### config.mk
export PLATFORM = sky130hd
export DESIGN_NAME = instr_fetch_flat
export DESIGN_NICKNAME = d
export VERILOG_FILES = /design/src/rtl/instr_fetch_pkg.sv /design/src/rtl/instr_fetch_if.sv /design/src/rtl/branch_cond_eval.sv /design/src/rtl/instr_fetch.sv /design/src/flat_wrapper.sv
export SDC_FILE = /design/constraint.sdc
export NUM_CORES = 1
export LEC_CHECK = 0
export ABC_AREA = 1
export BUFFER_PORTS_ARGS = -buffer_cell sky130_fd_sc_hd__buf_2
export CAP_MARGIN = 25
export CORE_AREA = 4 4 97 99
export DETAILED_ROUTE_END_ITERATION = 12
export DIE_AREA = 0 0 101 103
export PLACE_DENSITY = 0.77
export SYNTH_ARGS = -nofsm -noshare
export SYNTH_HDL_FRONTEND = slang
export SYNTH_SLANG_ARGS = --single-unit
### constraint.sdc
create_clock -name clk -period 1.4 [get_ports clk]
set_clock_uncertainty 0.15 [all_clocks]
set_input_delay 0.07 -clock clk [delete_from_list [all_inputs] [get_ports clk]]
set_output_delay 0.07 -clock clk [all_outputs]
set_load 0.02 [all_outputs]
### src/rtl/instr_fetch_pkg.sv
// Shared types and constants for the instruction fetch / branch decode unit.
// ST_ERR and the watchdog counter width exist only when IMEM_TIMEOUT_EN is defined.
package instr_fetch_pkg;

  localparam int unsigned ADDR_W      = 64;
  localparam int unsigned INSTR_W     = 32;
  localparam int unsigned COND_ADDR_W = 19;
  localparam int unsigned BR_ADDR_W   = 26;
  localparam int unsigned TIMEOUT     = 16;
`ifdef IMEM_TIMEOUT_EN
  localparam int unsigned TMO_CNT_W   = $clog2(TIMEOUT + 1);
`endif

  typedef enum logic [1:0] {
    ST_IDLE  = 2'd0,
    ST_REQ   = 2'd1,
    ST_ISSUE = 2'd2
`ifdef IMEM_TIMEOUT_EN
    , ST_ERR = 2'd3
`endif
  } state_e;

  // Opcode fields: B uses [31:26], B.cond and CBZ use [31:24]
  localparam logic [5:0] OP_B     = 6'b000101;
  localparam logic [7:0] OP_BCOND = 8'b01010100;
  localparam logic [7:0] OP_CBZ   = 8'b10110100;

  localparam logic [3:0] COND_EQ = 4'h0;
  localparam logic [3:0] COND_NE = 4'h1;
  localparam logic [3:0] COND_HS = 4'h2;
  localparam logic [3:0] COND_LO = 4'h3;
  localparam logic [3:0] COND_MI = 4'h4;
  localparam logic [3:0] COND_PL = 4'h5;
  localparam logic [3:0] COND_VS = 4'h6;
  localparam logic [3:0] COND_VC = 4'h7;
  localparam logic [3:0] COND_HI = 4'h8;
  localparam logic [3:0] COND_LS = 4'h9;
  localparam logic [3:0] COND_GE = 4'hA;
  localparam logic [3:0] COND_LT = 4'hB;
  localparam logic [3:0] COND_GT = 4'hC;
  localparam logic [3:0] COND_LE = 4'hD;
  localparam logic [3:0] COND_AL = 4'hE;
  localparam logic [3:0] COND_NV = 4'hF;

endpackage

### src/rtl/instr_fetch_if.sv
// Instruction memory req/ack bus between the fetch unit (master) and imem (slave).
interface instr_fetch_if;
  import instr_fetch_pkg::*;

  logic               imem_req;
  logic [ADDR_W-1:0]  imem_addr;
  logic               imem_ack;
  logic [INSTR_W-1:0] imem_rdata;

  modport master (output imem_req, output imem_addr, input imem_ack, input imem_rdata);
  modport slave  (input imem_req, input imem_addr, output imem_ack, output imem_rdata);
endinterface

### src/rtl/branch_cond_eval.sv
// B.cond evaluation: ARM condition field against the registered N/Z/V/C flags.
module branch_cond_eval
  import instr_fetch_pkg::*;
(
  input  logic [3:0] cond,
  input  logic       flag_neg,
  input  logic       flag_zero,
  input  logic       flag_ovfl,
  input  logic       flag_cout,
  output logic       taken
);

  logic ge;
  logic hi;

  assign ge = (flag_neg == flag_ovfl);
  assign hi = flag_cout && !flag_zero;

  always_comb begin
    taken = 1'b1;
    case (cond)
      COND_EQ: taken = flag_zero;
      COND_NE: taken = !flag_zero;
      COND_HS: taken = flag_cout;
      COND_LO: taken = !flag_cout;
      COND_MI: taken = flag_neg;
      COND_PL: taken = !flag_neg;
      COND_VS: taken = flag_ovfl;
      COND_VC: taken = !flag_ovfl;
      COND_HI: taken = hi;
      COND_LS: taken = !hi;
      COND_GE: taken = ge;
      COND_LT: taken = !ge;
      COND_GT: taken = !flag_zero && ge;
      COND_LE: taken = !(!flag_zero && ge);
      COND_AL: taken = 1'b1;
      COND_NV: taken = 1'b1;
      default: taken = 1'b1;
    endcase
  end

endmodule

### src/rtl/instr_fetch.sv
// Instruction fetch and branch decode: fetches program_index over req/ack, holds the word,
// drives the PC branch controls and pc_en. Define IMEM_TIMEOUT_EN for the REQ watchdog.
module instr_fetch
  import instr_fetch_pkg::*;
(
  input  logic                   clk,
  input  logic                   reset,
  input  logic [ADDR_W-1:0]      program_index,
  instr_fetch_if.master          imem,
  input  logic                   stall,
  input  logic                   flag_neg,
  input  logic                   flag_zero,
  input  logic                   flag_ovfl,
  input  logic                   flag_cout,
  input  logic                   rt_zero,
  output logic [INSTR_W-1:0]     instruction,
  output logic                   instr_valid,
  output logic                   pc_en,
  output logic [COND_ADDR_W-1:0] cond_addr,
  output logic [BR_ADDR_W-1:0]   br_addr,
  output logic                   uncondbr,
  output logic                   br_taken,
  output logic                   fetch_err
);

  state_e             state_q, state_d;
  logic [INSTR_W-1:0] instr_q, instr_d;
  logic               out_live;
  logic               bcond_taken;

`ifdef IMEM_TIMEOUT_EN
  logic [TMO_CNT_W-1:0] tmo_cnt_q, tmo_cnt_d;
  logic                 fetch_err_q, fetch_err_d;
`endif

  // Next state; an ack on the final timeout cycle still wins over the error
  always_comb begin
    state_d = state_q;
    instr_d = instr_q;
`ifdef IMEM_TIMEOUT_EN
    tmo_cnt_d   = tmo_cnt_q;
    fetch_err_d = fetch_err_q;
`endif
    case (state_q)
      ST_IDLE: begin
        state_d = ST_REQ;
`ifdef IMEM_TIMEOUT_EN
        tmo_cnt_d = '0;
`endif
      end
      ST_REQ: begin
        if (imem.imem_ack) begin
          state_d = ST_ISSUE;
          instr_d = imem.imem_rdata;
        end
`ifdef IMEM_TIMEOUT_EN
        else if (tmo_cnt_q == TMO_CNT_W'(TIMEOUT - 1)) begin
          state_d     = ST_ERR;
          fetch_err_d = 1'b1;
        end else begin
          tmo_cnt_d = tmo_cnt_q + TMO_CNT_W'(1);
        end
`endif
      end
      ST_ISSUE: begin
        if (!stall) begin
          state_d = ST_REQ;
`ifdef IMEM_TIMEOUT_EN
          tmo_cnt_d = '0;
`endif
        end
      end
`ifdef IMEM_TIMEOUT_EN
      ST_ERR: state_d = ST_ERR;
`endif
      default: state_d = ST_IDLE;
    endcase
  end

  always_ff @(posedge clk) begin
    if (reset) begin
      state_q <= ST_IDLE;
      instr_q <= '0;
`ifdef IMEM_TIMEOUT_EN
      tmo_cnt_q   <= '0;
      fetch_err_q <= 1'b0;
`endif
    end else begin
      state_q <= state_d;
      instr_q <= instr_d;
`ifdef IMEM_TIMEOUT_EN
      tmo_cnt_q   <= tmo_cnt_d;
      fetch_err_q <= fetch_err_d;
`endif
    end
  end

  // Reset forces every output low in the same cycle it is asserted
`ifdef IMEM_TIMEOUT_EN
  assign out_live  = !reset && (state_q != ST_ERR);
  assign fetch_err = !reset && fetch_err_q;
`else
  assign out_live  = !reset;
  assign fetch_err = 1'b0;
`endif

  assign imem.imem_req  = out_live && (state_q == ST_REQ);
  assign imem.imem_addr = imem.imem_req ? program_index : '0;
  assign instr_valid    = out_live && (state_q == ST_ISSUE);
  assign pc_en          = instr_valid && !stall;
  assign instruction    = out_live ? instr_q : '0;
  assign cond_addr      = instruction[23:5];
  assign br_addr        = instruction[25:0];

  branch_cond_eval u_cond (
    .cond      (instruction[3:0]),
    .flag_neg  (flag_neg),
    .flag_zero (flag_zero),
    .flag_ovfl (flag_ovfl),
    .flag_cout (flag_cout),
    .taken     (bcond_taken)
  );

  always_comb begin
    uncondbr = 1'b0;
    br_taken = 1'b0;
    if (instr_valid) begin
      if (instruction[31:26] == OP_B) begin
        uncondbr = 1'b1;
        br_taken = 1'b1;
      end else if (instruction[31:24] == OP_CBZ) begin
        br_taken = rt_zero;
      end else if (instruction[31:24] == OP_BCOND) begin
        br_taken = bcond_taken;
      end
    end
  end

endmodule

### src/flat_wrapper.sv
// flat-port wrapper written by rule: the top's interface ports become plain ports
module instr_fetch_flat import instr_fetch_pkg::*;
  (clk, reset, program_index, stall, flag_neg, flag_zero, flag_ovfl, flag_cout, rt_zero, instruction, instr_valid, pc_en, cond_addr, br_addr, uncondbr, br_taken, fetch_err, imem_imem_req, imem_imem_addr, imem_imem_ack, imem_imem_rdata);
  instr_fetch_if imem_i ();
  input  logic clk;
  input  logic reset;
  input  logic [ADDR_W-1:0] program_index;
  input  logic stall;
  input  logic flag_neg;
  input  logic flag_zero;
  input  logic flag_ovfl;
  input  logic flag_cout;
  input  logic rt_zero;
  output logic [INSTR_W-1:0] instruction;
  output logic instr_valid;
  output logic pc_en;
  output logic [COND_ADDR_W-1:0] cond_addr;
  output logic [BR_ADDR_W-1:0] br_addr;
  output logic uncondbr;
  output logic br_taken;
  output logic fetch_err;
  output wire logic [$bits(imem_i.imem_req)-1:0] imem_imem_req;
  output wire logic [$bits(imem_i.imem_addr)-1:0] imem_imem_addr;
  input wire logic [$bits(imem_i.imem_ack)-1:0] imem_imem_ack;
  input wire logic [$bits(imem_i.imem_rdata)-1:0] imem_imem_rdata;
  assign imem_imem_req = imem_i.imem_req;
  assign imem_imem_addr = imem_i.imem_addr;
  assign imem_i.imem_ack = imem_imem_ack;
  assign imem_i.imem_rdata = imem_imem_rdata;
  instr_fetch u_core (.clk(clk), .reset(reset), .program_index(program_index), .imem(imem_i), .stall(stall), .flag_neg(flag_neg), .flag_zero(flag_zero), .flag_ovfl(flag_ovfl), .flag_cout(flag_cout), .rt_zero(rt_zero), .instruction(instruction), .instr_valid(instr_valid), .pc_en(pc_en), .cond_addr(cond_addr), .br_addr(br_addr), .uncondbr(uncondbr), .br_taken(br_taken), .fetch_err(fetch_err));
endmodule
=== Word-level counts from Yosys, hierarchy flattened ===
Index checks and enable logic that the tools add are counted.

* Eq/ne operators: 23
* Muxes and demuxes: 12
* Reduce and logical (&&, ||, !) cells: 19

{| class="wikitable"
|+ Operator list
! kind !! count
|-
| 64-bit 2-to-1 mux || 1
|-
| 4-bit equality test, second input constant || 8
|-
| 32-bit 2-to-1 mux || 1
|-
| 4-bit by 3-bit equality test with 1-bit output, second input constant || 4
|-
| 1-bit one-hot mux with 15 select lines || 1
|-
| 1-bit logical NOT || 9
|-
| 4-bit by 2-bit equality test with 1-bit output, second input constant || 2
|-
| 8-bit by 7-bit equality test with 1-bit output, second input constant || 1
|-
| 8-bit equality test, second input constant || 1
|-
| 6-bit by 3-bit equality test with 1-bit output, second input constant || 1
|-
| 1-bit 2-to-1 mux || 6
|-
| 2-bit one-hot mux with 3 select lines || 1
|-
| 1-bit logical AND || 5
|-
| 4-bit by 1-bit equality test with 1-bit output, second input constant || 1
|-
| 4-bit logical NOT || 1
|-
| 2-bit 2-to-1 mux || 2
|-
| 2-bit != test, second input constant || 2
|-
| 2-bit AND reduction || 2
|-
| 2-bit by 1-bit equality test with 1-bit output, second input constant || 1
|-
| 2-bit equality test, second input constant || 1
|-
| 2-bit logical NOT || 1
|-
| 2-bit OR reduction || 1
|-
| 1-bit equality test || 1
|}

* Bits in registers: 34
* Bits of input ports: 105
* Logic and storage cells: 56
* Output and inout bits: 147

=== Logic depth before layout (Yosys ltp) ===
Gate-level depths: netlist of run 1.

* Depth in word-level cells: 8
* Gate-level depth with buffers: 12
* Mapped depth without buffers: 11

=== Hierarchy ===
A second synthesis of run 1 with hierarchy kept.

* Cells, all modules: 444
* Area, all modules: 2640.0 µm²

{| class="wikitable"
|+ By module, submodules not included
! module !! area each (µm²) !! times used !! cells each
|-
| instr_fetch || 2427.3 || 1 || 393
|-
| branch_cond_eval || 212.7 || 1 || 51
|}

=== Worst setup path after synthesis of run 1 ===
OpenSTA, ideal clock, no wires.

* Path kind: register to output
* Start point: register u_core.instr_q[0]
* End point: output port br_taken
* Slack: -0.292 ns
* Stages on the path, launching flop included: 11
* Data arrival time: 1.472 ns
* Cell sequence: dfxtp_1 -> inv_1 -> nor2_1 -> nand3_1 -> nand2_1 -> nand2_1 -> nand3_1 -> nor2_1 -> nand3_1 -> nand2_1 -> a21oi_2

* Cells in the longest elaborated chain, start to end: 8
* Elaborated cells between the ends (all ways): 23
* Classes of those cells: 15 x eq/ne; 6 x mux; 2 x reduce/logical

{| class="wikitable"
|+ Ends and longest elaborated chain
! what !! line !! text
|-
| start, declared || instr_fetch.sv:27 || <nowiki>logic [INSTR_W-1:0] instr_q, instr_d;</nowiki>
|-
| start signal, assigned || instr_fetch.sv:90 || <nowiki>instr_q <= instr_d;</nowiki>
|-
| 32-bit 2-to-1 mux (*) || instr_fetch.sv:111 || <nowiki>assign instruction = out_live ? instr_q : '0;</nowiki>
|-
| via br_addr[0] || flat_wrapper.sv:18 || <nowiki>output logic [BR_ADDR_W-1:0] br_addr;</nowiki>
|-
| 4-bit equality test || branch_cond_eval.sv:21 || <nowiki>case (cond)</nowiki>
|-
| 2-bit OR reduction (no source line) || - ||
|-
| 1-bit one-hot mux with 15 select lines (*) || branch_cond_eval.sv:21 ||
|-
| 1-bit 2-to-1 mux (*) || instr_fetch.sv:133 || <nowiki>end else if (instruction[31:24] == OP_BCOND) begin</nowiki>
|-
| 1-bit 2-to-1 mux (*) || instr_fetch.sv:131 || <nowiki>end else if (instruction[31:24] == OP_CBZ) begin</nowiki>
|-
| 1-bit 2-to-1 mux (*) || instr_fetch.sv:128 || <nowiki>if (instruction[31:26] == OP_B) begin</nowiki>
|-
| 1-bit 2-to-1 mux (*) || instr_fetch.sv:127 || <nowiki>if (instr_valid) begin</nowiki>
|-
| end, declared || flat_wrapper.sv:20 || <nowiki>output logic br_taken;</nowiki>
|}

Mark *: on every way through the listed nets, which the timed path passes. The rest lies on a longest branch.

=== Worst setup path in the final report of run 1 ===
* Start point: register u_core.state_q[1]
* End point: output port imem_imem_addr[25]

* Cells in the longest elaborated chain, start to end: 3

{| class="wikitable"
|+ Ends and longest elaborated chain
! what !! line !! text
|-
| start, declared || instr_fetch.sv:26 || <nowiki>state_e state_q, state_d;</nowiki>
|-
| start signal, assigned || instr_fetch.sv:89 || <nowiki>state_q <= state_d;</nowiki>
|-
| 2-bit by 1-bit equality test with 1-bit output || instr_fetch.sv:107 || <nowiki>assign imem.imem_req = out_live && (state_q == ST_REQ);</nowiki>
|-
| 1-bit logical AND || instr_fetch.sv:107 ||
|-
| 64-bit 2-to-1 mux || instr_fetch.sv:108 || <nowiki>assign imem.imem_addr = imem.imem_req ? program_index : '0;</nowiki>
|-
| end, declared || flat_wrapper.sv:23 || <nowiki>output wire logic [$bits(imem_i.imem_addr)-1:0] imem_imem_addr;</nowiki>
|}

No other way between the ends.

==> impl_metrics.py, run 1 <==
metrics = {
    "power": {
        "report.power.total_mw": 3.99,
        "p_seq_share_pct": 27.1,
        "peakVddDrop_mv": 0.783,
        "powerDensity_mw_per_mm2": 655,
        "p_comb_share_pct": 45.4,
        "intPower_mw": 2.58,
        "p_sw_share_pct": 35.3,
        "leakagePower_nw": 3.13,
        "power.switching_mw": 1.41,
        "pwr-share-clk_pct": 27.5,
    },
    "floorplan": {
        "io_pins": 252,
        "dieArea_sq_mm": 0.0104,
        "start_util_pct": 30.1,
        "core_sq_mm": 0.00855,
        "die_h_microns": 103,
        "die_w_microns": 101,
        "rows": 34,
    },
    "drt": {
        "via_per_inst": 4.75,
        "routed_wl_microns": 15000,
        "dr.pass1.iters": 5,
        "wl_per_cell_microns": 17.9,
        "drc": 0,
        "drt-initial-drc-count": 106,
        "via_count": 3979,
        "antenna_left": 0,
    },
    "outcome": {
        "status": "finished, violations left",
        "failed_checks": "negative setup slack",
    },
    "critical_path": {
        "cp_common_cell": "nor2_4",
        "worst-r2r-cell-count": 7,
        "slowest_delay_ns": 0.33,
        "critical_path_class": "flop to output port",
        "crit_fanout": 5,
        "critical_path_cell_count": 8,
        "path_cells": "inv_2 > nand2_4 > nor2_4 > clkinv_4 > buf_12 > buf_16 > nor2_4 > buf_6",
        "required_ns": 1.18,
        "cp.arrival_ns": 1.59,
        "cp-start-kind": "flop",
        "path_delay_family": "buffers and inverters",
        "cp_slowest_cell": "dfxtp_2",
        "crit_buf_inv": 5,
        "end_kind": "output port",
    },
    "finish": {
        "fin_cells": 838,
        "fill_cells": 609,
        "finalInstanceArea_sq_mm": 0.00610,
        "layout-area-overhead-vs-synth_pct": 137,
        "drive_gt1_share_pct": 61.6,
        "nNetsFinal": 830,
    },
    "synthesis": {
        "synth_edf_count": 0,
        "seq_area_frac_synth_pct": 26.4,
        "ys.flop_type": "dfxtp_1",
        "syn_avg_cell_area_sq_um": 5.85,
        "synthTopCellsByCount": "nor2_1 (107), inv_1 (101), buf_4 (46)",
        "async_flop_share_pct": 0,
        "yosysWarnings": 0,
        "ys_types": 23,
        "yosysMostFrequentCell": "nor2_1",
        "synth_area_sq_mm": 0.00257,
        "synth_top_area_share_pct": 26.4,
        "synth-seq-cells": 34,
        "netlist_instances": 440,
        "yosys.area.top_type": "dfxtp_1",
        "syn_nets": 545,
        "ys_top_cells_by_area": "dfxtp_1 (26%), nor2_1 (16%), inv_1 (15%)",
    },
    "timing": {
        "rsz0062_at_grt": "true",
        "period_share_pct": 129,
        "slew_viol_final": 0,
        "fmax_mhz": 554,
        "whs_ns": 0.305,
        "setup_ws_ns": -0.405,
        "setup_viol": 76,
        "period_needed_ns": 1.81,
        "hold_viol_final": 0,
    },
    "place": {
        "dpl.cell_count": 768,
        "port_buffers": 250,
        "dpl_worst_slack_ns": -0.227,
        "dpl_cell_area_sq_mm": 0.00403,
        "gp_congestion": 0.827,
        "dpl.hpwl_microns": 8280,
    },
    "global_routing": {
        "grt_pass1_vias": 3719,
        "grt_antenna_before_repair": 3,
        "track_usage_pct": 22.3,
        "overflow": 0,
        "grt_pass1_wl_microns": 18400,
        "grt_max_degree": 33,
    },
    "cts": {
        "cts_root_buf": "clkbuf_8",
        "cts_tree": "built",
        "cts_made_buffers": 5,
        "clk_pin_slew_ns": 0.08,
        "cts_buffer_depth": 2,
        "clock_latency_ns": 0.28,
        "htreeDepth": 2,
        "cts.sinks": 34,
    },
    "hold_path": {
        "hold_depth": 2,
        "hp-class": "flop to flop",
    },
    "run": {
        "drv_cap": 0,
    },
}
-- placed cells by master (no fill, tap or decap), types with 4 or more instances in the layout --
master         count
a21oi_1           30
a21oi_2            5
buf_12             8
buf_16             7
buf_2            173
buf_4             36
buf_6             78
clkbuf_16          7
clkbuf_8           5
dfxtp_1           26
dfxtp_2            4
dfxtp_4            4
diode_2            4
dlygate4sd3_1     34
inv_1             98
inv_2              5
nand2_1           24
nand3_1           11
nand4_1            4
nor2_1            29
nor2_2            11
nor2_4            70
o21ai_1           20
o21ai_2            7
o21ai_4            7
-- area by class of cell --
cell class	count	area (sq um)	area share (%)
Antenna cell	4	10.0	0.164
Tap cell	108	135	2.22
Clock buffer	5	68.8	1.13
Timing Repair inverter	1	11.3	0.185
Sequential cell	34	701	11.5
Clock inverter	3	68.8	1.13
Multi-Input combinational cell	233	1800	29.5
Timing Repair Buffer	344	2900	47.5
Inverter	106	408	6.69
-- routing by layer --
layer  track usage [%]  part of all wire, %  up-vias
li1                  -                    -     1844
met1              23.6                   34     1839
met2              42.8                   53      247
met3              5.21                  8.4       49
met4              8.18                  4.6        0
met5                 0                    0        -
-- sequential cells by signal, indices dropped and copies added, names as in the netlist --
signal	count
u_core.instr_q	32
u_core.state_q	2
-- kinds of logic (layout without fill, tap and decap cells) --
group	after synthesis	in the layout	share of synthesized area [%]
AND/OR/NAND/NOR	161	161	26.3
AO/OA/AOI/OAI	71	71	14.1
buffers and inverters	173	459	33.0
flip-flops	34	34	26.4
other	1	5	0.146
-- power by group through the flow --
stage / Sequential, mW / Combinational [mW] / Clock [mW]
floorplan: 1.09 / 0.705 / 0
global placement: 1.09 / 1.10 / 0
detailed placement: 1.09 / 1.10 / 0
CTS: 1.08 / 1.46 / 1.11
global route: 1.09 / 1.91 / 1.15
finish: 1.08 / 1.81 / 1.10
-- worst min-delay path: stages (launching register included) --
cell	delay, ns
dfxtp_1	0.30
inv_1	0.06
a21oi_1	0.05
-- path summary, 6_finish.rpt --
check	start	slack, ns	end
setup reg to reg	u_core.state_q[0]$_SDFFE_PP0P_	-0.03	u_core.instr_q[16]$_SDFFE_PP0P_
setup / recovery	u_core.state_q[1]$_SDFFE_PP0P_	-0.41	imem_imem_addr[25]
hold / removal	u_core.instr_q[4]$_SDFFE_PP0P_	0.31	u_core.instr_q[4]$_SDFFE_PP0P_
hold reg to reg	u_core.instr_q[4]$_SDFFE_PP0P_	0.31	u_core.instr_q[4]$_SDFFE_PP0P_
-- metrics by stage --
| stage | utilization (%) | TNS [ns] |
|---|---|---|
| finish | 71.3 | -21.43 |
| global route | 71.3 | -26.88 |
| CTS | 62.4 | -22.97 |
| detailed placement | 47.2 | -4.66 |
| global placement | 47.2 | -4.13 |
| floorplan | - | -0.0850 |
-- repair_timing --
item / CTS / global route
gates cloned: 7 / 9
buffers inserted: 6 / 9
setup endpoints to repair: 69 / 124
hold buffers: 34 / 0
endpoints found under the hold margin: 34 / 0
gates resized for setup: 179 / 171
pin swaps: 10 / 16
No activity file was read; power rests on OpenSTA's default activity.
==> run 2: changes to the inputs <==
CORE_AREA = 4 4 95 97   (was 4 4 97 99)
CTS_CLUSTER_DIAMETER = 40   (was not set)
DIE_AREA = 0 0 99 101   (was 0 0 101 103)
PLACE_DENSITY = 0.8   (was 0.77)
SLEW_MARGIN = 20   (was not set)
SYNTH_HIERARCHICAL = 1   (was not set)
==> run 2 against run 1 <==
Effect of this change:
- the run still ends with negative setup slack left
- sequential cell count unchanged
- critical path type unchanged
- core utilization grew 0.70 points
- hold slack got worse by 0.15 ns
- synthesized cell count grew 0.91%
- sequential share of layout area rose by 0.26 points
==> impl_metrics.py, run 2 <==
metrics = {
    "critical_path": {
        "end_kind": "output port",
        "critical_path_class": "flop to output port",
        "path_delay_family": "simple AND/OR/NAND/NOR gates",
        "required_ns": 1.18,
        "cp_slowest_cell": "dfxtp_2",
        "path_cells": "inv_2 > nor2_4 > inv_2 > nor2_2 > nand3_1 > nand2_1 > nand2_1 > nand2_1 > nor2_1 > nand3_1 > nand3_1 > o21bai_1 > nand3_1 > nand2_2 > buf_6",
        "slowest_delay_ns": 0.32,
        "crit_buf_inv": 3,
        "rrSetupSlack_ns": -0.13,
        "cp.arrival_ns": 1.85,
        "crit_fanout": 6,
        "cp-start-kind": "flop",
        "cp_common_cell": "nand3_1",
    },
    "outcome": {
        "failed_checks": "negative setup slack",
        "status": "finished, violations left",
    },
    "floorplan": {
        "die_w_microns": 99,
        "rows": 33,
        "io_pins": 252,
        "die_h_microns": 101,
        "dieArea_sq_mm": 0.0100,
        "start_util_pct": 32.5,
        "core_sq_mm": 0.00813,
    },
    "timing": {
        "rsz0062_at_grt": "true",
        "hold_viol_final": 0,
        "slew_viol_final": 0,
        "setup_ws_ns": -0.675,
        "period_needed_ns": 2.07,
        "period_share_pct": 148,
        "setup_viol": 102,
        "fmax_mhz": 482,
    },
    "global_routing": {
        "overflow": 0,
        "track_usage_pct": 22.5,
        "grt_max_degree": 40,
        "grt_pass1_vias": 3602,
        "grt_antenna_before_repair": 5,
        "grt_pass1_wl_microns": 17900,
    },
    "drt": {
        "via_per_inst": 4.69,
        "routed_wl_microns": 14400,
        "drc": 0,
        "antenna_left": 0,
        "dr.pass1.iters": 4,
        "drt-initial-drc-count": 132,
        "via_count": 3903,
        "wl_per_cell_microns": 17.3,
    },
    "finish": {
        "top_regs": "u_core/instr_q: 32 flops, u_core/state_q: 2 flops",
        "final_util_pct": 72.0,
        "final_common_cell": "buf_2",
        "final-seq-area_sq_um": 688,
        "finalInstanceArea_sq_mm": 0.00586,
        "fill_cells": 588,
        "largest_reg_flops": 32,
        "layout_common_cells": "buf_2 (180), inv_1 (109), buf_6 (68)",
        "multi_input_area_sq_mm": 0.00172,
        "layout-area-overhead-vs-synth_pct": 122,
        "drive_gt1_share_pct": 61.3,
        "nNetsFinal": 831,
        "top_register": "u_core/instr_q",
    },
    "place": {
        "port_buffers": 250,
        "dpl_worst_slack_ns": -0.391,
        "gp_congestion": 0.856,
        "dpl_cell_area_sq_mm": 0.00394,
        "dpl.hpwl_microns": 8150,
    },
    "synthesis": {
        "synthTopCellsByCount": "inv_1 (114), nor2_1 (103), buf_4 (47)",
        "yosys.area.top_type": "dfxtp_1",
        "yosysMostFrequentCell": "inv_1",
        "async_flop_share_pct": 0,
        "syn_avg_cell_area_sq_um": 5.95,
        "synth_area_sq_mm": 0.00264,
        "ys_types": 19,
        "ys_top_cells_by_area": "dfxtp_1 (26%), inv_1 (16%), nor2_1 (15%)",
        "ys.flop_type": "dfxtp_1",
        "synth_edf_count": 0,
        "synth_top_area_share_pct": 25.8,
        "yosysWarnings": 6,
        "syn_nets": 549,
        "netlist_instances": 444,
        "seq_area_frac_synth_pct": 25.8,
        "synth-seq-cells": 34,
    },
    "cts": {
        "clk_pin_slew_ns": 0.07,
        "cts_tree": "built",
        "cts_root_buf": "clkbuf_8",
        "cts.sinks": 34,
        "htreeDepth": 2,
        "cts_buffer_depth": 2,
        "cts_made_buffers": 5,
        "clock_latency_ns": 0.27,
    },
    "power": {
        "report.power.total_mw": 3.58,
        "peakVddDrop_mv": 0.735,
        "powerDensity_mw_per_mm2": 612,
        "leakagePower_nw": 3.11,
    },
    "hold_path": {
        "hp-class": "input port to flop",
    },
    "run": {
        "drv_cap": 0,
    },
}
-- run 2: worst min-delay path, cell delays in order --
cell      delay, ns
clkbuf_4       0.21
buf_4          0.22
a21oi_2        0.04
-- run 2: final cells by class --
type | count | share of cell area, %
multi-input combinational | 229 | 29.4
sequential | 34 | 11.8
clock buffer | 7 | 1.47
clock inverter | 1 | 0.0855
inverter | 116 | 7.61
timing repair buffer | 339 | 47.3
antenna | 1 | 0.0427
tap | 105 | 2.24
timing repair inverter | 1 | 0.107
-- run 2: final timing paths --
kind                                        from                              to  depth (start not counted)
setup / recovery  u_core/instr_q[1]$_SDFFE_PP0P_                        br_taken                         15
hold / removal                             reset  u_core/state_q[1]$_SDFFE_PP0P_                          3
setup reg to reg  u_core/state_q[1]$_SDFFE_PP0P_  u_core/instr_q[8]$_SDFFE_PP0P_                          9
hold reg to reg   u_core/instr_q[7]$_SDFFE_PP0P_  u_core/instr_q[7]$_SDFFE_PP0P_                          2
-- run 2: layer usage --
metal,GRT usage (%),wire [microns],vias up
met3,9.13,1370,55
met4,8.09,568,8
met2,42.7,7500,228
met1,21.9,4890,1785
met5,0,56,-
li1,-,-,1827
-- run 2: kinds of logic after synthesis --
logic type,count (synthesis),synth area share (%)
AOI/OAI and AO/OA,67,12.8
other,1,0.142
buffers and inverters,182,36.2
DFF,34,25.8
and+or+nand+nor,160,25.1
-- run 2: metrics by stage --
stage | hold slack [ns] | instances | setup TNS, ns
2_1_floorplan | 0.0629 | 444 | -0.284
3_3_place_gp | 0.182 | 760 | -1.39
3_5_place_dp | 0.188 | 760 | -2.51
4_1_cts | 0.172 | 817 | -24.88
5_1_grt | 0.168 | 833 | -29.69
6_report | 0.151 | 833 | -22.17
-- run 2: power by group --
group	switching (mW)	internal [mW]
logic	0.964	0.790
registers	0.0294	1.04
clock network	0.360	0.397
-- run 2: repair_timing --
action,CTS,global route
endpoints found under the setup margin,70,104
gates resized for setup,179,110
pin swaps,3,9
cloned,7,12
hold buffers,34,0
hold endpoints to repair,34,0
setup buffers,9,9
